==> config.mk <==
export PLATFORM = sky130hd
export DESIGN_NAME = song_sequencer
export DESIGN_NICKNAME = d
export VERILOG_FILES = /design/src/rtl/song_sequencer.sv
export SDC_FILE = /design/constraint.sdc
export NUM_CORES = 1
export LEC_CHECK = 0
export ABC_AREA = 0
export BUFFER_PORTS_ARGS = -buffer_cell sky130_fd_sc_hd__buf_2
export CAP_MARGIN = 20
export CORE_MARGIN = 5
export CORE_UTILIZATION = 51
export CTS_CLUSTER_DIAMETER = 200
export DETAILED_ROUTE_END_ITERATION = 12
export GPL_ROUTABILITY_DRIVEN = 0
export PLACE_DENSITY = 0.82
export SYNTH_ARGS = -nofsm -noshare
export SYNTH_HDL_FRONTEND = slang
export SYNTH_SLANG_ARGS = --single-unit
==> constraint.sdc <==
create_clock -name clk -period 3.2 [get_ports clk]
set_clock_uncertainty 0.15 [all_clocks]
set_input_delay 0.48 -clock clk [delete_from_list [all_inputs] [get_ports clk]]
set_output_delay 0.48 -clock clk [all_outputs]
set_load 0.01 [all_outputs]
==> src/rtl/song_sequencer.sv <==
`default_nettype none
// ============================================================================
// Module   : song_sequencer
// Purpose  : Walks one song in the note ROM and hands each {note, duration}
//            to the note player, then reports the end of the song.
// Revision : 1.0
// ============================================================================
module song_sequencer #(
    parameter int NOTE_IDX_W = 5,
    parameter int NOTE_W     = 6,
    parameter int DUR_W      = 6
) (
    input  logic                    clk,
    input  logic                    reset,
    input  logic                    play,
    input  logic                    reset_play,
    input  logic [1:0]              song,
    output logic [NOTE_IDX_W+1:0]   rom_addr,
    input  logic [NOTE_W+DUR_W-1:0] rom_data,
    output logic                    new_note,
    output logic [NOTE_W-1:0]       note,
    output logic [DUR_W-1:0]        duration,
    input  logic                    note_done,
    output logic                    song_done
);

    typedef enum logic [2:0] {
        S_IDLE      = 3'd0,
        S_FETCH     = 3'd1,
        S_WAIT_ROM  = 3'd2,
        S_ISSUE     = 3'd3,
        S_WAIT_NOTE = 3'd4,
        S_END       = 3'd5
    } state_t;

    localparam logic [NOTE_IDX_W-1:0] C_LAST_IDX = '1;
    localparam logic [NOTE_IDX_W-1:0] C_IDX_ONE  = NOTE_IDX_W'(1);

    state_t                state_q, state_d;
    logic [NOTE_IDX_W-1:0] idx_q,   idx_d;
    logic [NOTE_W-1:0]     note_q,  note_d;
    logic [DUR_W-1:0]      dur_q,   dur_d;

    logic [NOTE_W-1:0]     w_rom_note;
    logic [DUR_W-1:0]      w_rom_dur;

    assign w_rom_note = rom_data[NOTE_W+DUR_W-1:DUR_W];
    assign w_rom_dur  = rom_data[DUR_W-1:0];

    always_comb begin
        state_d = state_q;
        idx_d   = idx_q;
        note_d  = note_q;
        dur_d   = dur_q;
        if (reset_play) begin
            state_d = S_IDLE;
            idx_d   = '0;
        end else begin
            case (state_q)
                S_IDLE:      if (play) state_d = S_FETCH;
                S_FETCH:     if (play) state_d = S_WAIT_ROM;
                S_WAIT_ROM: begin
                    // A zero duration is the end-of-song marker, not a note.
                    if (play) begin
                        if (w_rom_dur == '0) begin
                            state_d = S_END;
                        end else begin
                            note_d  = w_rom_note;
                            dur_d   = w_rom_dur;
                            state_d = S_ISSUE;
                        end
                    end
                end
                S_ISSUE:     if (play) state_d = S_WAIT_NOTE;
                S_WAIT_NOTE: begin
                    if (note_done) begin
                        if (idx_q == C_LAST_IDX) begin
                            state_d = S_END;
                        end else begin
                            idx_d   = idx_q + C_IDX_ONE;
                            state_d = S_FETCH;
                        end
                    end
                end
                S_END: begin
                    idx_d   = '0;
                    state_d = S_IDLE;
                end
                default: state_d = S_IDLE;
            endcase
        end
    end

    always_ff @(posedge clk or negedge reset) begin
        if (!reset) begin
            state_q <= S_IDLE;
            idx_q   <= '0;
            note_q  <= '0;
            dur_q   <= '0;
        end else begin
            state_q <= state_d;
            idx_q   <= idx_d;
            note_q  <= note_d;
            dur_q   <= dur_d;
        end
    end

    // Strobes come from registered state but must honour pause and restart
    // in the very cycle they occur.
    assign new_note  = (state_q == S_ISSUE) && play && !reset_play;
    assign song_done = (state_q == S_END) && !reset_play;
    assign rom_addr  = {song, idx_q};
    assign note      = note_q;
    assign duration  = dur_q;

endmodule
`default_nettype wire

==> results.py <==
metrics = {
    "die": {
        "core_um2": 1980,
        "die_area_um2": 3110,
        "rows": 16,
        "die_w_um": 55.8,
        "ios": 40,
        "die_y_um": 55.8,
        "initial_core_util_pct": 53.9,
    },
    "layout": {
        "antenna_cells": 0,
        "design_area_um2": 1280,
        "layout-drive-gt1-share_pct": 41.7,
        "final_nets": 149,
        "final_cells": 154,
        "syn2layout_area_growth_pct": 19.7,
        "fillCellCount": 151,
    },
    "yosys": {
        "synth_edf_count": 0,
        "synthCells": 93,
        "netlist_top_cells_count": "20 x dfrtp_1, 10 x mux2_4, 5 x nand3_1, 4 x nand2_1, 4 x nor2_1",
        "synth.avg_cell_area_um2": 11.5,
        "synth_top_cell_area_share_pct": 46.8,
        "synth_compound_area_share_pct": 9.48,
        "syn_nets": 114,
        "synth_mux_area_share_pct": 17.2,
        "synthSimpleGateAreaFrac_pct": 18.9,
        "synthFlopType": "dfrtp_1",
        "syn_area_um2": 1070,
        "synth.most_common_cell": "dfrtp_1",
        "synthArstFlopShare_pct": 100,
        "synth_top_family_by_area": "simple AND/OR/NAND/NOR gates",
        "synth_fa_ha_area_share_pct": 2.34,
        "synth-xor-area-share_pct": 0,
        "netlist_top_cells_area": "dfrtp_1 47%, mux2_4 14%, mux2_2 3.2%, ha_1 2.3%, nand3_1 2.3%",
        "ys_seq_elements": 20,
        "ys_types": 35,
        "ys_warn_count": 0,
        "yosysTopAreaCell": "dfrtp_1",
        "seq_area_frac_synth_pct": 46.8,
    },
    "power": {
        "powerDensity_nw_per_um2": 562,
        "netSwitchingFraction_pct": 29.2,
        "clockPowerShare_pct": 20.7,
        "total_power_uw": 719,
        "ir_drop_v": 0.000375,
        "power_switching_uw": 210,
        "power_leakage_uw": 0.000654,
        "p_int_uw": 509,
        "pwr-share-comb_pct": 30.5,
        "share_seq_of_total_power_pct": 48.9,
    },
    "sta": {
        "tightest_slew_ns": 0.630,
        "hold_viol": 0,
        "finalSetupTns_ns": 0,
        "period_share_pct": 70.3,
        "min_period_ns": 2.25,
        "rsz0062_at_grt": "no",
        "setup_viol": 0,
        "slew-limit-headroom_pct": 58.0,
        "whs_ns": 0.253,
        "drv_slew": 0,
        "fmaxAchievable_mhz": 444,
    },
    "clocking": {
        "cts_buffers": 3,
        "htree_levels": 1,
        "clock_path_buffers": 2,
        "cts_tree": "done",
        "worstSkewPairLatency_ns": 0.30,
        "clk_pin_slew_worst_paths_ns": 0.12,
        "cts_root_buf": "clkbuf_4",
        "clock-sinks": 20,
        "cts_setup_buffers": 0,
    },
    "global_routing": {
        "grt_pass1_wl_um": 4220,
        "grt_overflow_total": 0,
        "grt_pass1_vias": 933,
        "grt_usage_pct": 16.6,
        "antenna_found_initial": 0,
        "grt_max_degree": 21,
    },
    "setup_path": {
        "cp_top_family": "simple AND/OR/NAND/NOR gates",
        "r2r_start": "idx_q[0]",
        "cp_slowest_cell": "dfrtp_1",
        "crit_path_max_incr_delay_ns": 0.47,
        "crit_type": "register to register",
        "crit_buf_inv": 0,
        "critPathArrivalTime_ns": 2.33,
        "critPathRequiredTime_ns": 3.28,
        "cpMostUsedCell": "ha_1",
        "rr_endpoint": "idx_q[0]",
        "critPathLaunchType": "register",
        "r2r_slack_ns": 0.95,
        "reg2regPathDepth": 6,
        "worstPathMaxFanout": 8,
        "cp_cell_sequence": "ha_1 > and3_1 > ha_1 > nand2b_1 > or4_1 > a31oi_1",
        "cp-end-kind": "register",
    },
    "outcome": {
        "outcome": "finished clean",
    },
    "run": {
        "max_cap_violations": 0,
    },
    "min_path": {
        "holdPathEnd": "note[5]",
        "hp-class": "input port to register",
        "holdCritStartpoint": "rom_data[11]",
        "hold_depth": 2,
    },
    "route": {
        "viasPerCell": 5.56,
        "num_vias": 856,
        "drt_first_pass_iters": 4,
        "drt.antenna.violating_nets": 0,
        "drtIter0Drc": 25,
        "drc": 0,
        "wl_um": 2390,
        "wire_per_inst_um": 15.5,
    },
    "placement": {
        "io_buffers": 35,
        "place_area_um2": 1230,
        "dp.cells": 149,
        "hpwl_um": 1800,
    },
}
[what timing repair did]
| action | in CTS | in global routing |
|---|---|---|
| resized for setup | 0 | 0 |
| endpoints found under the setup margin | 0 | 0 |
| hold buffers | 1 | 0 |
| endpoints found under the hold margin | 20 | 0 |
[final cells by class]
type,count,area [um^2],share of cell area (%)
repair buffers,36,185,14.5
flip-flops and latches,20,500,39.1
multi-input cells,64,512,40.0
clock buffers,4,36.3,2.84
inverters,3,11.3,0.881
well taps,27,33.8,2.64
[worst max-delay path by stage]
stage / startpoint / endpoint / slack (ns) / depth (start not counted)
2_1_floorplan: reset_play / duration[2] / 1.06 / 5
3_3_place_gp: rom_data[5] / duration[1] / 0.87 / 4
3_5_place_dp: reset_play / note[3] / 0.84 / 4
4_1_cts: idx_q[0] / idx_q[0] / 0.97 / 6
5_1_grt: idx_q[0] / idx_q[0] / 0.83 / 6
6_report: idx_q[0] / idx_q[0] / 0.95 / 6
[cells by family after synthesis]
family	Yosys count
AND/OR/NAND/NOR	35
adder cells (fa/ha/maj)	2
multiplexers	13
flip-flops	20
buffers and inverters	9
AO/OA/AOI/OAI	14
[power groups by stage]
| stage | Clock (uW) | Combinational (uW) | Sequential [uW] |
|---|---|---|---|
| 2_1_floorplan | 0 | 103 | 381 |
| 3_3_place_gp | 0 | 214 | 352 |
| 3_5_place_dp | 0 | 223 | 355 |
| 4_1_cts | 148 | 224 | 351 |
| 5_1_grt | 158 | 237 | 359 |
| 6_report | 149 | 219 | 351 |
[registers in the layout (all words and copies together), names as in the netlist]
name and flops:
duration 6, state_q 3, idx_q 5, note 6
[routing by layer]
metal / vias to the layer above / part of all wire, % / wire (um) / track usage [%]
met5: - / 0 / 0 / 0
met4: 0 / 1.6 / 39 / 6.94
met3: 4 / 5.0 / 120 / 3.25
met2: 31 / 52 / 1230 / 29.1
met1: 413 / 42 / 998 / 19.6
li1: 408 / - / - / -
[per-stage QoR]
stage,utilization (%),setup WS [ns]
after floorplan,-,1.06
after global placement,62.2,0.869
after detailed placement,62.2,0.837
after CTS,64.5,0.969
after global routing,64.5,0.834
final,64.5,0.950
[cell usage in the layout (no fill, tap or decap), drive strengths merged, types with 3 or more instances in the layout]
cell and instances:
nand3 5, a31oi 3, buf 35, dfrtp 20, nor2 4, nand2 4
nor2b 3, mux2 13, nor3 3, clkbuf 4
No activity file was read; power rests on OpenSTA's default activity.
